[src/rtl/cga_vram_sequencer_pkg.sv]
// Shared definitions for the CGA VRAM sequencer slice.
//   - Phase numbers of the 16-phase character slot used by the display
//     fetch schedule and the CPU grant windows.
//   - State type of the CPU access port.
package cga_pkg;

  localparam logic [3:0] PH_CHAR = 4'd0;
  localparam logic [3:0] PH_ATT  = 4'd2;
  localparam logic [3:0] PH_ROM  = 4'd4;
  localparam logic [3:0] PH_CPU0 = 4'd6;
  localparam logic [3:0] PH_CPU1 = 4'd10;
  localparam logic [3:0] PH_END  = 4'd15;

  typedef enum logic [1:0] {
    IDLE,
    WAIT,
    ACCESS,
    DONE
  } cpu_state_t;

endpackage

[src/rtl/cga_vram_sequencer_if.sv]
// VRAM / CPU bus bundle of the sequencer.
//   CPU side : cpu_req, cpu_we, cpu_addr, cpu_wdata -> sequencer
//              cpu_ack, cpu_rdata                   <- sequencer
//   VRAM side: vram_addr, vram_rd, vram_we, vram_wdata <- sequencer
//              vram_data (1-clock read latency)        -> sequencer
// slave  : sequencer view.
// master : environment view (CPU host + VRAM).
interface cga_vram_sequencer_if;

  logic        cpu_req;
  logic        cpu_we;
  logic [13:0] cpu_addr;
  logic [7:0]  cpu_wdata;
  logic        cpu_ack;
  logic [7:0]  cpu_rdata;

  logic [13:0] vram_addr;
  logic        vram_rd;
  logic        vram_we;
  logic [7:0]  vram_wdata;
  logic [7:0]  vram_data;

  modport slave (
    input  cpu_req, cpu_we, cpu_addr, cpu_wdata, vram_data,
    output cpu_ack, cpu_rdata, vram_addr, vram_rd, vram_we, vram_wdata
  );

  modport master (
    output cpu_req, cpu_we, cpu_addr, cpu_wdata, vram_data,
    input  cpu_ack, cpu_rdata, vram_addr, vram_rd, vram_we, vram_wdata
  );

endinterface

[src/rtl/cga_vram_sequencer_cpu_port.sv]
// CPU access port: one VRAM access per cpu_req level.
//   grant      : this clock is a legal CPU slot on the VRAM
//   acc_rd/we  : CPU read / write strobe for this clock (only while granted)
//   cpu_ack    : one-clock pulse in the clock after the access
//   cpu_rdata  : read data; live during the ack clock, held afterwards
module cga_vram_cpu_port
  import cga_pkg::*;
(
  input  logic       clk,
  input  logic       reset_n,
  input  logic       grant,
  input  logic       cpu_req,
  input  logic       cpu_we,
  input  logic [7:0] vram_data,
  output logic       acc_rd,
  output logic       acc_we,
  output logic       cpu_ack,
  output logic [7:0] cpu_rdata
);

  cpu_state_t state_q, state_d;
  logic       we_q, we_d;
  logic [7:0] rdata_q, rdata_d;

  always_ff @(posedge clk or negedge reset_n) begin
    if (!reset_n) begin
      state_q <= IDLE;
      we_q    <= 1'b0;
      rdata_q <= '0;
    end else begin
      state_q <= state_d;
      we_q    <= we_d;
      rdata_q <= rdata_d;
    end
  end

  always_comb begin
    state_d   = state_q;
    we_d      = we_q;
    rdata_d   = rdata_q;
    acc_rd    = 1'b0;
    acc_we    = 1'b0;
    cpu_ack   = 1'b0;
    cpu_rdata = rdata_q;
    case (state_q)
      IDLE: if (cpu_req) state_d = WAIT;
      WAIT: begin
        if (grant) begin
          acc_rd  = ~cpu_we;
          acc_we  = cpu_we;
          we_d    = cpu_we;
          state_d = ACCESS;
        end
      end
      ACCESS: begin
        cpu_ack = 1'b1;
        // Read data is forwarded in the ack clock so it is valid with cpu_ack.
        if (!we_q) begin
          rdata_d   = vram_data;
          cpu_rdata = vram_data;
        end
        state_d = DONE;
      end
      DONE:    if (!cpu_req) state_d = IDLE;
      default: state_d = IDLE;
    endcase
  end

endmodule

[src/rtl/cga_vram_sequencer.sv]
// Character-slot sequencer and VRAM arbiter for the CGA/Tandy video path.
//   clk, reset_n   : pixel clock, async active-low reset
//   hres_mode      : 1 = 16-clock slot, 0 = 32-clock slot (taken at slot wrap)
//   fetch_en       : display fetch enable
//   crtc_addr      : character address from the CRTC
//   clk_seq        : slot position counter
//   hclk, vram_read_char, vram_read_att, charrom_read, disp_pipeline:
//                    one-clock datapath strobes
//   bus            : CPU request port and VRAM port (slave modport)
module cga_vram_sequencer
  import cga_pkg::*;
#(
  parameter int unsigned FETCH_LAT = 1
) (
  input  logic        clk,
  input  logic        reset_n,
  input  logic        hres_mode,
  input  logic        fetch_en,
  input  logic [12:0] crtc_addr,
  output logic [4:0]  clk_seq,
  output logic        hclk,
  output logic        vram_read_char,
  output logic        vram_read_att,
  output logic        charrom_read,
  output logic        disp_pipeline,
  cga_vram_sequencer_if.slave bus
);

  if (FETCH_LAT != 1) begin : g_lat_check
    $error("cga_vram_sequencer: only FETCH_LAT=1 is supported");
  end

  logic [4:0] clk_seq_q, clk_seq_d;
  logic       hres_q, hres_d;
  logic       run_q, run_d;
  logic [3:0] ph;
  logic       first_clk, last_clk, slot_end;
  logic       disp_en, disp_rd, grant;
  logic       acc_rd, acc_we;

  always_ff @(posedge clk or negedge reset_n) begin
    if (!reset_n) begin
      clk_seq_q <= '0;
      hres_q    <= 1'b0;
      run_q     <= 1'b0;
    end else begin
      clk_seq_q <= clk_seq_d;
      hres_q    <= hres_d;
      run_q     <= run_d;
    end
  end

  // The first clock after reset holds clk_seq at 0 with all display strobes
  // quiet and loads the slot width, so reset really shows every output at 0.
  always_comb begin
    ph        = hres_q ? clk_seq_q[3:0] : clk_seq_q[4:1];
    first_clk = hres_q | ~clk_seq_q[0];
    last_clk  = hres_q |  clk_seq_q[0];
    slot_end  = hres_q ? (clk_seq_q[3:0] == 4'hF) : (clk_seq_q == 5'h1F);
    clk_seq_d = clk_seq_q + 5'd1;
    hres_d    = hres_q;
    run_d     = 1'b1;
    if (!run_q || slot_end) begin
      clk_seq_d = '0;
      hres_d    = hres_mode;
    end
  end

  always_comb begin
    disp_en        = run_q & fetch_en;
    disp_rd        = disp_en & first_clk & ((ph == PH_CHAR) | (ph == PH_ATT));
    vram_read_char = disp_en & last_clk & (ph == PH_CHAR + 4'd1);
    vram_read_att  = disp_en & last_clk & (ph == PH_ATT + 4'd1);
    charrom_read   = run_q & last_clk & (ph == PH_ROM);
    disp_pipeline  = run_q & last_clk & (ph == PH_END);
    hclk           = disp_pipeline;
    // With fetch off the CPU owns the VRAM outright.
    grant          = fetch_en ? (first_clk & ((ph == PH_CPU0) | (ph == PH_CPU1))) : 1'b1;
  end

  cga_vram_cpu_port u_cpu_port (
    .clk       (clk),
    .reset_n   (reset_n),
    .grant     (grant),
    .cpu_req   (bus.cpu_req),
    .cpu_we    (bus.cpu_we),
    .vram_data (bus.vram_data),
    .acc_rd    (acc_rd),
    .acc_we    (acc_we),
    .cpu_ack   (bus.cpu_ack),
    .cpu_rdata (bus.cpu_rdata)
  );

  always_comb begin
    clk_seq        = clk_seq_q;
    bus.vram_rd    = disp_rd | acc_rd;
    bus.vram_we    = acc_we;
    bus.vram_wdata = acc_we ? bus.cpu_wdata : '0;
    if (acc_rd | acc_we) begin
      bus.vram_addr = bus.cpu_addr;
    end else if (disp_en & (ph == PH_CHAR)) begin
      bus.vram_addr = {crtc_addr, 1'b0};
    end else if (disp_en & (ph == PH_ATT)) begin
      bus.vram_addr = {crtc_addr, 1'b1};
    end else begin
      bus.vram_addr = '0;
    end
  end

endmodule

[src/flat_wrapper.sv]
// flat-port wrapper written by rule: the top's interface ports become plain ports
module cga_vram_sequencer_flat import cga_pkg::*;
#(
  parameter int unsigned FETCH_LAT = 1
)
  (clk, reset_n, hres_mode, fetch_en, crtc_addr, clk_seq, hclk, vram_read_char, vram_read_att, charrom_read, disp_pipeline, bus_cpu_req, bus_cpu_we, bus_cpu_addr, bus_cpu_wdata, bus_vram_data, bus_cpu_ack, bus_cpu_rdata, bus_vram_addr, bus_vram_rd, bus_vram_we, bus_vram_wdata);
  cga_vram_sequencer_if bus_i ();
  input  logic clk;
  input  logic reset_n;
  input  logic hres_mode;
  input  logic fetch_en;
  input  logic [12:0] crtc_addr;
  output logic [4:0] clk_seq;
  output logic hclk;
  output logic vram_read_char;
  output logic vram_read_att;
  output logic charrom_read;
  output logic disp_pipeline;
  input wire logic [$bits(bus_i.cpu_req)-1:0] bus_cpu_req;
  input wire logic [$bits(bus_i.cpu_we)-1:0] bus_cpu_we;
  input wire logic [$bits(bus_i.cpu_addr)-1:0] bus_cpu_addr;
  input wire logic [$bits(bus_i.cpu_wdata)-1:0] bus_cpu_wdata;
  input wire logic [$bits(bus_i.vram_data)-1:0] bus_vram_data;
  output wire logic [$bits(bus_i.cpu_ack)-1:0] bus_cpu_ack;
  output wire logic [$bits(bus_i.cpu_rdata)-1:0] bus_cpu_rdata;
  output wire logic [$bits(bus_i.vram_addr)-1:0] bus_vram_addr;
  output wire logic [$bits(bus_i.vram_rd)-1:0] bus_vram_rd;
  output wire logic [$bits(bus_i.vram_we)-1:0] bus_vram_we;
  output wire logic [$bits(bus_i.vram_wdata)-1:0] bus_vram_wdata;
  assign bus_i.cpu_req = bus_cpu_req;
  assign bus_i.cpu_we = bus_cpu_we;
  assign bus_i.cpu_addr = bus_cpu_addr;
  assign bus_i.cpu_wdata = bus_cpu_wdata;
  assign bus_i.vram_data = bus_vram_data;
  assign bus_cpu_ack = bus_i.cpu_ack;
  assign bus_cpu_rdata = bus_i.cpu_rdata;
  assign bus_vram_addr = bus_i.vram_addr;
  assign bus_vram_rd = bus_i.vram_rd;
  assign bus_vram_we = bus_i.vram_we;
  assign bus_vram_wdata = bus_i.vram_wdata;
  cga_vram_sequencer #(.FETCH_LAT(FETCH_LAT)) u_core (.clk(clk), .reset_n(reset_n), .hres_mode(hres_mode), .fetch_en(fetch_en), .crtc_addr(crtc_addr), .clk_seq(clk_seq), .hclk(hclk), .vram_read_char(vram_read_char), .vram_read_att(vram_read_att), .charrom_read(charrom_read), .disp_pipeline(disp_pipeline), .bus(bus_i));
endmodule
[config.mk]
export PLATFORM = sky130hd
export DESIGN_NAME = cga_vram_sequencer_flat
export DESIGN_NICKNAME = d
export VERILOG_FILES = /design/src/rtl/cga_vram_sequencer_pkg.sv /design/src/rtl/cga_vram_sequencer_if.sv /design/src/rtl/cga_vram_sequencer_cpu_port.sv /design/src/rtl/cga_vram_sequencer.sv /design/src/flat_wrapper.sv
export SDC_FILE = /design/constraint.sdc
export NUM_CORES = 1
export LEC_CHECK = 0
export ABC_AREA = 1
export BUFFER_PORTS_ARGS = -buffer_cell sky130_fd_sc_hd__clkbuf_2
export CAP_MARGIN = 20
export CORE_MARGIN = 2
export CORE_UTILIZATION = 38
export DETAILED_ROUTE_END_ITERATION = 8
export GPL_TIMING_DRIVEN = 0
export PLACE_DENSITY_LB_ADDON = 0.25
export REMOVE_ABC_BUFFERS = 1
export SETUP_SLACK_MARGIN = 0.15
export SLEW_MARGIN = 30
export SYNTH_ARGS = -nofsm -noshare
export SYNTH_HDL_FRONTEND = slang
export SYNTH_SLANG_ARGS = --single-unit
export TNS_END_PERCENT = 50
[constraint.sdc]
create_clock -name clk -period 1.7 [get_ports clk]
set_input_delay 0.34 -clock clk [delete_from_list [all_inputs] [get_ports clk]]
set_output_delay 0.34 -clock clk [all_outputs]
set_load 0.02 [all_outputs]
==> results.yml, run 1 <==
clocking:
  cts_tree: "done"
  clk_root_buffer_cell: "clkbuf_8"
  cts_buffers: 3
  htreeDepth: 1
  clock_latency_ns: 0.25
  cts.sinks: 18
  clkTransAtPathRegs_ns: 0.07
  clockBufferDepth: 2
global_routing:
  busiest_layer: "met2"
  grt_max_degree: 20
  antenna_found_initial: 0
  grt_usage: 0.190
  gr-total-overflow: 0
  grt_use_met3: 0.0295
  grt_pass1_wl_um: 6440
  use_met1: 0.198
  grt_use_met2: 0.387
  grt_pass1_vias: 1527
logic_synthesis:
  netlist_area_mm2: 0.00142
  synth_top_cell_area_share: 0.318
  synth_area_leaders: "dfrtp_1, nand2_1, nand3_2"
  synthDistinctLibCells: 32
  synthArstFlopShare: 1.00
  yosysMostFrequentCell: "nand2_1"
  seq_area_frac_synth: 0.318
  synthTopCellsByCount: "nand2_1, inv_1, dfrtp_1, nor2_1, nand3_2"
  synth_area_leader_cell: "dfrtp_1"
  postSynthAreaPerCell_um2: 7.96
  ys_seq_elements: 18
  ys_warn_count: 0
  ys.flop_type: "dfrtp_1"
  synth_edf_count: 0
  syn_inst: 178
sta:
  setup_viol: 37
  period_share: 1.23
  finalClockSkew_ns: 0.00443
  fmax_mhz: 479
  report.final.slew_viol_count: 0
  rsz0062_at_grt: "true"
  min_period_ns: 2.09
  setup_slack_ns: -0.386
  hold_viol: 0
cells_and_area:
  diodes: 0
  syn2layout_area_growth_pct: 70.5
  drive_gt1_frac: 0.655
  nets: 340
  final_area_mm2: 0.00241
  nFillCells: 319
critical_path:
  crit_path_start_kind: "flop"
  path_max_fanout: 8
  critPathKind: "flop to output port"
  crit_arrival_ns: 1.75
  endpoint_kind: "output port"
  cp.required_ns: 1.36
floorplanning:
  io_pins: 92
  core_mm2: 0.00363
  start_util: 0.390
  die_area_mm2: 0.00423
  die_x_um: 65.1
  die_height_um: 65.1
  placementRows: 22
placed_design:
  dp_slack_ns: -0.392
  post_dp_cell_area_mm2: 0.00186
  dp_hpwl_um: 2680
  place_congestion: 0.751
  port_buffers: 91
power:
  total_power_mw: 2.63
  p_leak_nw: 1.27
  peakVddDrop_mv: 1.05
  power_density_mw_per_mm2: 1090
flow_run:
  max_cap_viol_count: 0
status:
  status: "complete, but fails checks"
  violations: "negative setup slack"
detailed_routing:
  num_vias: 1568
  viasPerCell: 4.72
  drc: 0
  drt_iter0_drc: 39
  drt-wirelength-per-cell_um: 12.8
  first_pass_iters: 4
  final_antenna_net_count: 0
  wl_um: 4270
worst_hold_path:
  hold_class: "input pin to asynchronous set/reset pin"
## worst max-delay path, stage by stage, from the launching register on
cell and delay, ns:
dfrtp_2 0.49, inv_8 0.12, nand2_4 0.06, nand2_4 0.07
nand2_4 0.06, inv_4 0.06, nand4_4 0.13, clkinvlp_4 0.19
nand2_1 0.08, nand2_1 0.08, clkbuf_8 0.14
## worst paths after layout
path,to,startpoint,depth (start not counted),slack (ns)
worst max register to register,u_core.u_cpu_port.we_q,u_core.hres_q,10,0.10
worst min-delay path,u_core.u_cpu_port.rdata_q[4],reset_n,1,0.01
max in group asynchronous,u_core.hres_q,reset_n,1,1.36
worst max-delay path,bus_vram_addr[12],u_core.hres_q,10,-0.39
worst min register to register,u_core.u_cpu_port.we_q,u_core.u_cpu_port.we_q,2,0.48
min in group clk,u_core.hres_q,hres_mode,2,0.32
## per-layer routing
| layer | wire (um) | vias up | part of all wire |
|---|---|---|---|
| li1 | - | 771 | - |
| met1 | 1590 | 726 | 0.37 |
| met2 | 2310 | 67 | 0.54 |
| met3 | 338 | 4 | 0.079 |
| met4 | 27 | 0 | 0.0063 |
| met5 | 0 | - | 0 |
## layout make-up
type,instances,area [um2],share of cell area
clock buffer,4,55.1,0.0228
inverter,24,103,0.0425
multi-input combinational,131,968,0.401
sequential,18,457,0.189
tap,48,60.1,0.0249
timing repair buffer,106,764,0.317
timing repair inverter,1,7.51,0.00311
## kinds of logic after synthesis
| logic type | count (synthesis) | share of synthesized area |
|---|---|---|
| simple gates | 105 | 0.405 |
| fa+ha+maj | 6 | 0.0530 |
| buf+inv | 31 | 0.118 |
| xor+xnor | 1 | 0.00618 |
| mux | 8 | 0.0636 |
| other cells | 1 | 0.00265 |
| flops | 18 | 0.318 |
| compound gates | 8 | 0.0327 |
## timing repair
item / in CTS / in global routing
resized for setup: 60 / 60
hold endpoints to repair: 0 / 0
cloned: 3 / 0
setup buffers: 12 / 3
endpoints found under the setup margin: 42 / 41
pin swaps: 10 / 15
hold buffers: 0 / 0
## state kept, by name, summed over array words and instances, names as in the netlist
name	flops
u_core.u_cpu_port.state_q	2
u_core.u_cpu_port.we_q	1
u_core.u_cpu_port.rdata_q	8
u_core.hres_q	1
u_core.run_q	1
u_core.clk_seq	5
## per-stage QoR
stage               TNS [ns]  hold slack [ns]   util  std cells
detailed placement     -9.48            0.307  0.512        310
floorplan              -4.95           0.0444      -        171
global placement       -9.18            0.304  0.512        310
CTS                   -11.68           0.0322  0.624        329
global route          -15.21           0.0484  0.665        332
finish                -11.73           0.0133  0.665        332
## cells in the final DEF (no fill, tap or decap), drive strengths merged
cell type	count
clkbuf	75
nand2	60
buf	35
inv	24
nand3	22
nor2	19
dfrtp	18
mux2	8
ha	6
o21ai	4
a21oi	2
nand4	2
xor2	1
a21boi	1
nor3b	1
or2	1
nor4	1
nand3b	1
a22o	1
clkinvlp	1
conb	1
## power breakdown
part	switching, mW	internal (mW)	total [mW]
Sequential	0.0707	0.575	0.646
Clock	0.136	0.206	0.342
Combinational	0.924	0.715	1.64
Note: power is estimated with default switching activity, not from simulation.
==> run 2, diff against run 1 <==
--- a/config.mk
+++ b/config.mk
@@ -15,8 +15,8 @@
 export PLACE_DENSITY_LB_ADDON = 0.25
 export REMOVE_ABC_BUFFERS = 1
 export SETUP_SLACK_MARGIN = 0.15
+export SKIP_CTS_REPAIR_TIMING = 1
 export SLEW_MARGIN = 30
 export SYNTH_ARGS = -nofsm -noshare
 export SYNTH_HDL_FRONTEND = slang
 export SYNTH_SLANG_ARGS = --single-unit
-export TNS_END_PERCENT = 50
==> run 2 against run 1 <==
  * The flow still finishes with violations (negative setup slack)
  * Design area is 5.8% lower
  * Sequential cell count is the same
  * Non-clock buffer count down 2
  * Power grew 0.39%
  * First-iteration DRC count decreased by 5.1%
  * Via count shrank 2.7%
  * Count of clock-buffer cells in the layout did not move
  * Sequential share of layout area up 1.2 points
  * Combinational power about the same
  * Register-to-register slack improved by 0.13 ns
  * Critical path type unchanged
  * Largest cell class unchanged
  * Largest power group unchanged
==> results.yml, run 2 (synthesized netlist as in run 1, its figures left out) <==
global_routing:
  grt_pass1_wl_um: 5450
  grt_usage: 0.158
  grt_max_degree: 19
  antenna_found_initial: 0
  gr-total-overflow: 0
  grt_pass1_vias: 1335
sta:
  rsz0062_at_grt: "true"
  setup_viol: 37
  report.final.slew_viol_count: 0
  setup_slack_ns: -0.391
  period_share: 1.23
  hold_viol: 0
  fmax_mhz: 478
  min_period_ns: 2.09
  finalClockSkew_ns: 0.00486
  fin_tns_setup_ns: -11.42
placed_design:
  place_congestion: 0.751
  dp_hpwl_um: 2680
  placedCellCount: 310
  port_buffers: 91
floorplanning:
  placementRows: 22
  io_pins: 92
  die_area_mm2: 0.00423
  die_height_um: 65.1
  die_x_um: 65.1
  core_mm2: 0.00363
  start_util: 0.390
clocking:
  cts.sinks: 18
  cts_buffers: 3
  clk_root_buffer_cell: "clkbuf_8"
  htreeDepth: 1
  clkTransAtPathRegs_ns: 0.07
  cts_tree: "done"
  clockBufferDepth: 2
  clock_latency_ns: 0.25
power:
  p_leak_nw: 1.26
  p_int_mw: 1.51
  switching_share: 0.427
  power_frac_clock: 0.129
  switching_power_mw: 1.13
  peakVddDrop_mv: 1.08
  p_seq_frac: 0.248
  power_density_mw_per_mm2: 1160
  p_comb_frac: 0.623
detailed_routing:
  wl_um: 3920
  num_vias: 1525
  final_antenna_net_count: 0
  drt-wirelength-per-cell_um: 11.9
  drc: 0
  drt_iter0_drc: 37
  first_pass_iters: 4
  viasPerCell: 4.62
status:
  status: "complete, but fails checks"
  violations: "negative setup slack"
critical_path:
  endpoint_kind: "output port"
  crit_path_start: "u_core.hres_q"
  crit_arrival_ns: 1.75
  crit_path_start_kind: "flop"
  path_max_fanout: 9
  cp.required_ns: 1.36
  critPathKind: "flop to output port"
  worstReg2RegStart: "u_core.clk_seq[1]"
cells_and_area:
  stdcell_count: 330
  multiInputGateArea_um2: 928
  fin_util: 0.626
  drive_gt1_frac: 0.624
  ff_latch_area_um2: 457
  syn2layout_area_growth_pct: 60.7
  diodes: 0
  largest_reg_flops: 8
  layout_common_cells: "clkbuf_2, nand2_1, buf_4, inv_1, nand2_2"
  regMostFlops: "u_core.u_cpu_port.rdata_q"
  nFillCells: 345
  layout_commonest_cell: "clkbuf_2"
  nets: 338
flow_run:
  max_cap_viol_count: 0
worst_hold_path:
  hold_class: "input pin to asynchronous set/reset pin"
run 2: stage by stage:
step	setup WS (ns)	power (mW)	hold slack (ns)	area [um2]
after floorplan	-0.698	1.55	0.0444	1350
after global placement	-0.417	1.93	0.304	1860
after detailed placement	-0.392	1.95	0.307	1860
after CTS	-0.678	2.30	0.0323	1920
after global routing	-0.521	2.83	0.0484	2280
final	-0.391	2.64	0.0136	2280
run 2: metal layers:
layer | up-vias | routed length [um] | track usage
li1 | 768 | - | -
met4 | 0 | 31 | 0.0469
met5 | - | 0 | 0
met1 | 688 | 1490 | 0.177
met3 | 4 | 364 | 0.0365
met2 | 65 | 2030 | 0.296
run 2: layout make-up:
class,count,area share
inverter,24,0.0451
clock buffer,4,0.0242
timing repair inverter,1,0.00275
tap,48,0.0264
timing repair buffer,104,0.293
multi-input combinational,131,0.408
sequential,18,0.201
run 2: worst max-delay path: stages, from the launching register on:
cell	delay [ns]
dfrtp_2	0.50
inv_8	0.07
nand2_4	0.07
nand2_4	0.07
nor2_4	0.10
nand3_4	0.12
nand2_8	0.13
nand3_2	0.13
nor2_2	0.13
buf_4	0.15
run 2: path summary, 6_finish.rpt:
kind                                                end  cells past startpoint  slack, ns
max                                   bus_vram_wdata[3]                      9      -0.39
min                        u_core.u_cpu_port.rdata_q[4]                      1       0.01
max reg2reg                               u_core.hres_q                      6       0.23
min reg2reg                      u_core.u_cpu_port.we_q                      2       0.48
max in group asynchronous  u_core.u_cpu_port.state_q[0]                      1       1.35
min in group clk                          u_core.hres_q                      2       0.33
run 2: power by group through the flow:
stage          Sequential, mW  Combinational [mW]  Clock [mW]
2_1_floorplan           0.641               0.911           0
3_3_place_gp            0.650                1.28           0
3_5_place_dp            0.659                1.29           0
4_1_cts                 0.650                1.29       0.353
5_1_grt                 0.669                1.79       0.376
6_report                0.655                1.64       0.341
==> run 3, diff against run 2 <==
--- a/config.mk
+++ b/config.mk
@@ -6,10 +6,10 @@
 export NUM_CORES = 1
 export LEC_CHECK = 0
 export ABC_AREA = 1
-export BUFFER_PORTS_ARGS = -buffer_cell sky130_fd_sc_hd__clkbuf_2
+export BUFFER_PORTS_ARGS = -buffer_cell sky130_fd_sc_hd__buf_2
 export CAP_MARGIN = 20
 export CORE_MARGIN = 2
-export CORE_UTILIZATION = 38
+export CORE_UTILIZATION = 39
 export DETAILED_ROUTE_END_ITERATION = 8
 export GPL_TIMING_DRIVEN = 0
 export PLACE_DENSITY_LB_ADDON = 0.25
@@ -19,4 +19,5 @@
 export SLEW_MARGIN = 30
 export SYNTH_ARGS = -nofsm -noshare
 export SYNTH_HDL_FRONTEND = slang
+export SYNTH_HIERARCHICAL = 1
 export SYNTH_SLANG_ARGS = --single-unit
==> run 3 against run 2 <==
  * Sequential cell count unchanged
  * Setup slack worse by 0.37 ns
  * Highest routed layer unchanged
  * Sequential share of layout area down 2.2 points
  * The run still ends with negative setup slack left
==> results.yml, run 3 <==
status:
  status: "complete, but fails checks"
  violations: "negative setup slack"
sta:
  holdWs_ns: 0.00882
  finalClockSkew_ns: 0.00279
  setup_slack_ns: -0.764
  fin_tns_setup_ns: -17.98
  report.final.slew_viol_count: 0
  fmax_mhz: 406
  period_share: 1.45
  setup_viol: 37
  hold_viol: 0
  rsz0062_at_grt: "true"
  min_period_ns: 2.46
placed_design:
  dp_hpwl_um: 2800
  port_buffers: 91
  place_congestion: 0.744
  post_dp_cell_area_mm2: 0.00195
  dp_slack_ns: -1.37
clocking:
  clockBufferDepth: 2
  htreeDepth: 1
  clock_latency_ns: 0.25
  cts_buffers: 3
  cts_tree: "done"
  clk_root_buffer_cell: "clkbuf_8"
  cts.sinks: 18
  clkTransAtPathRegs_ns: 0.07
detailed_routing:
  final_antenna_net_count: 0
  wl_um: 4570
  drc: 0
  first_pass_iters: 5
  drt_iter0_drc: 88
  drt-wirelength-per-cell_um: 11.7
  viasPerCell: 4.68
  num_vias: 1831
cells_and_area:
  layout_common_cells: "buf_2, nand2_1, inv_1, buf_4, nor2_1"
  nets: 401
  nFillCells: 323
  drive_gt1_frac: 0.496
  diodes: 0
  largest_reg_flops: 8
  syn2layout_area_growth_pct: 67.3
  ff_latch_area_um2: 454
  final_area_mm2: 0.00254
  regMostFlops: "u_core/u_cpu_port/rdata_q"
  layout_commonest_cell: "buf_2"
  multiInputGateArea_mm2: 0.00106
logic_synthesis:
  synth_top_cell_area_share: 0.297
  syn_inst: 234
  ys_warn_count: 6
  synthTopCellsByCount: "nand2_1, inv_1, nor2_1"
  synth_edf_count: 0
  synth_area_leader_cell: "dfrtp_1"
  yosysMostFrequentCell: "nand2_1"
  netlist_area_mm2: 0.00152
  seq_area_frac_synth: 0.297
  synthArstFlopShare: 1.00
  synthDistinctLibCells: 25
  ys.flop_type: "dfrtp_1"
  synth_area_leaders: "dfrtp_1, nand2_1, inv_1"
  ys_seq_elements: 18
  postSynthAreaPerCell_um2: 6.48
floorplanning:
  die_x_um: 66.4
  die_area_mm2: 0.00440
  start_util: 0.411
  placementRows: 22
  io_pins: 92
  core_mm2: 0.00369
  die_height_um: 66.4
critical_path:
  crit_arrival_ns: 2.12
  crit_path_start_kind: "flop"
  cp.required_ns: 1.36
  crit_slowest_cell: "dfrtp_2"
  worst_path_most_repeated_cell: "nand2_1"
  max_stage_delay_ns: 0.46
  path_max_fanout: 7
  critPathKind: "flop to output port"
  crit_chain: "buf_4 > nand2_1 > nand2_4 > nand2_1 > nor2_1 > nand2_1 > nand2_2 > nand2_4 > nor2_4 > inv_4 > nand2_8 > nand3b_1 > o21ai_1 > buf_4"
  endpoint_kind: "output port"
power:
  peakVddDrop_mv: 1.20
  p_leak_nw: 1.50
  power_density_mw_per_mm2: 1210
global_routing:
  grt_pass1_wl_um: 5720
  grt_usage: 0.162
  grt_max_degree: 29
  grt_pass1_vias: 1332
  gr-total-overflow: 0
  antenna_found_initial: 0
flow_run:
  max_cap_viol_count: 0
worst_hold_path:
  hold_class: "input pin to asynchronous set/reset pin"
## run 3: cell types whose count changed after synthesis, sizes merged, moves of 2 or more
cell	delta
mux2	-8
inv	+17
nand4	+11
nand2	+29
ha	+2
nand3	-4
nor3	+2
nor2	+9
buf	+2
## run 3: per-layer routing
layer | vias up | track usage | part of all wire
met4 | 0 | 0.0306 | 0.0026
li1 | 933 | - | -
met5 | - | 0 | 0
met1 | 851 | 0.215 | 0.41
met2 | 45 | 0.276 | 0.55
met3 | 2 | 0.0273 | 0.038
## run 3: logic make-up (layout without fill, tap and decap cells)
logic type / after synthesis / in the layout / synth area share
and+or+nand+nor: 150 / 152 / 0.455
buffers and inverters: 50 / 157 / 0.154
DFF: 18 / 18 / 0.297
adders and majority gates: 8 / 8 / 0.0660
AOI/OAI and AO/OA: 6 / 6 / 0.0198
other: 1 / 1 / 0.00247
xor gates and xnor gates: 1 / 1 / 0.00578
## run 3: worst paths after layout
kind                                         startpoint                      endpoint  slack (ns)  depth (start not counted)
max                                       u_core/hres_q              bus_vram_addr[0]       -0.76                         14
min                                             reset_n  u_core/u_cpu_port/rdata_q[2]       0.009                          1
max reg2reg                               u_core/hres_q  u_core/u_cpu_port/state_q[0]        0.16                         12
min reg2reg                u_core/u_cpu_port/rdata_q[0]  u_core/u_cpu_port/rdata_q[0]        0.49                          2
max in group asynchronous                       reset_n                 u_core/hres_q        1.38                          1
min in group clk                              hres_mode                 u_core/hres_q        0.29                          3
## run 3: area by class of cell
type                            count  area share
Clock buffer                        4      0.0217
Inverter                           41      0.0680
Multi-Input combinational cell    168       0.416
Sequential cell                    18       0.179
Tap cell                           48      0.0237
Timing Repair Buffer              112       0.291
## run 3: critical path: cells and delay by family (launching register included)
kind / cells / cell delay (ns)
AND/OR/NAND/NOR: 10 / 0.80
AO/OA/AOI/OAI: 1 / 0.14
buffers and inverters: 3 / 0.45
flip-flops: 1 / 0.46
## run 3: stage by stage
step	std cells	util	total power [mW]
final	391	0.688	3.06
after global routing	391	0.688	3.27
after CTS	368	0.545	2.22
after detailed placement	364	0.530	1.88
after global placement	364	0.530	1.85
after floorplan	225	-	1.48
## run 3: power by group
group	leakage, nW	switching, mW	internal, mW
combinational	1.25	1.12	0.936
clock	0.0288	0.134	0.205
sequential	0.220	0.0945	0.569
total	1.50	1.35	1.71
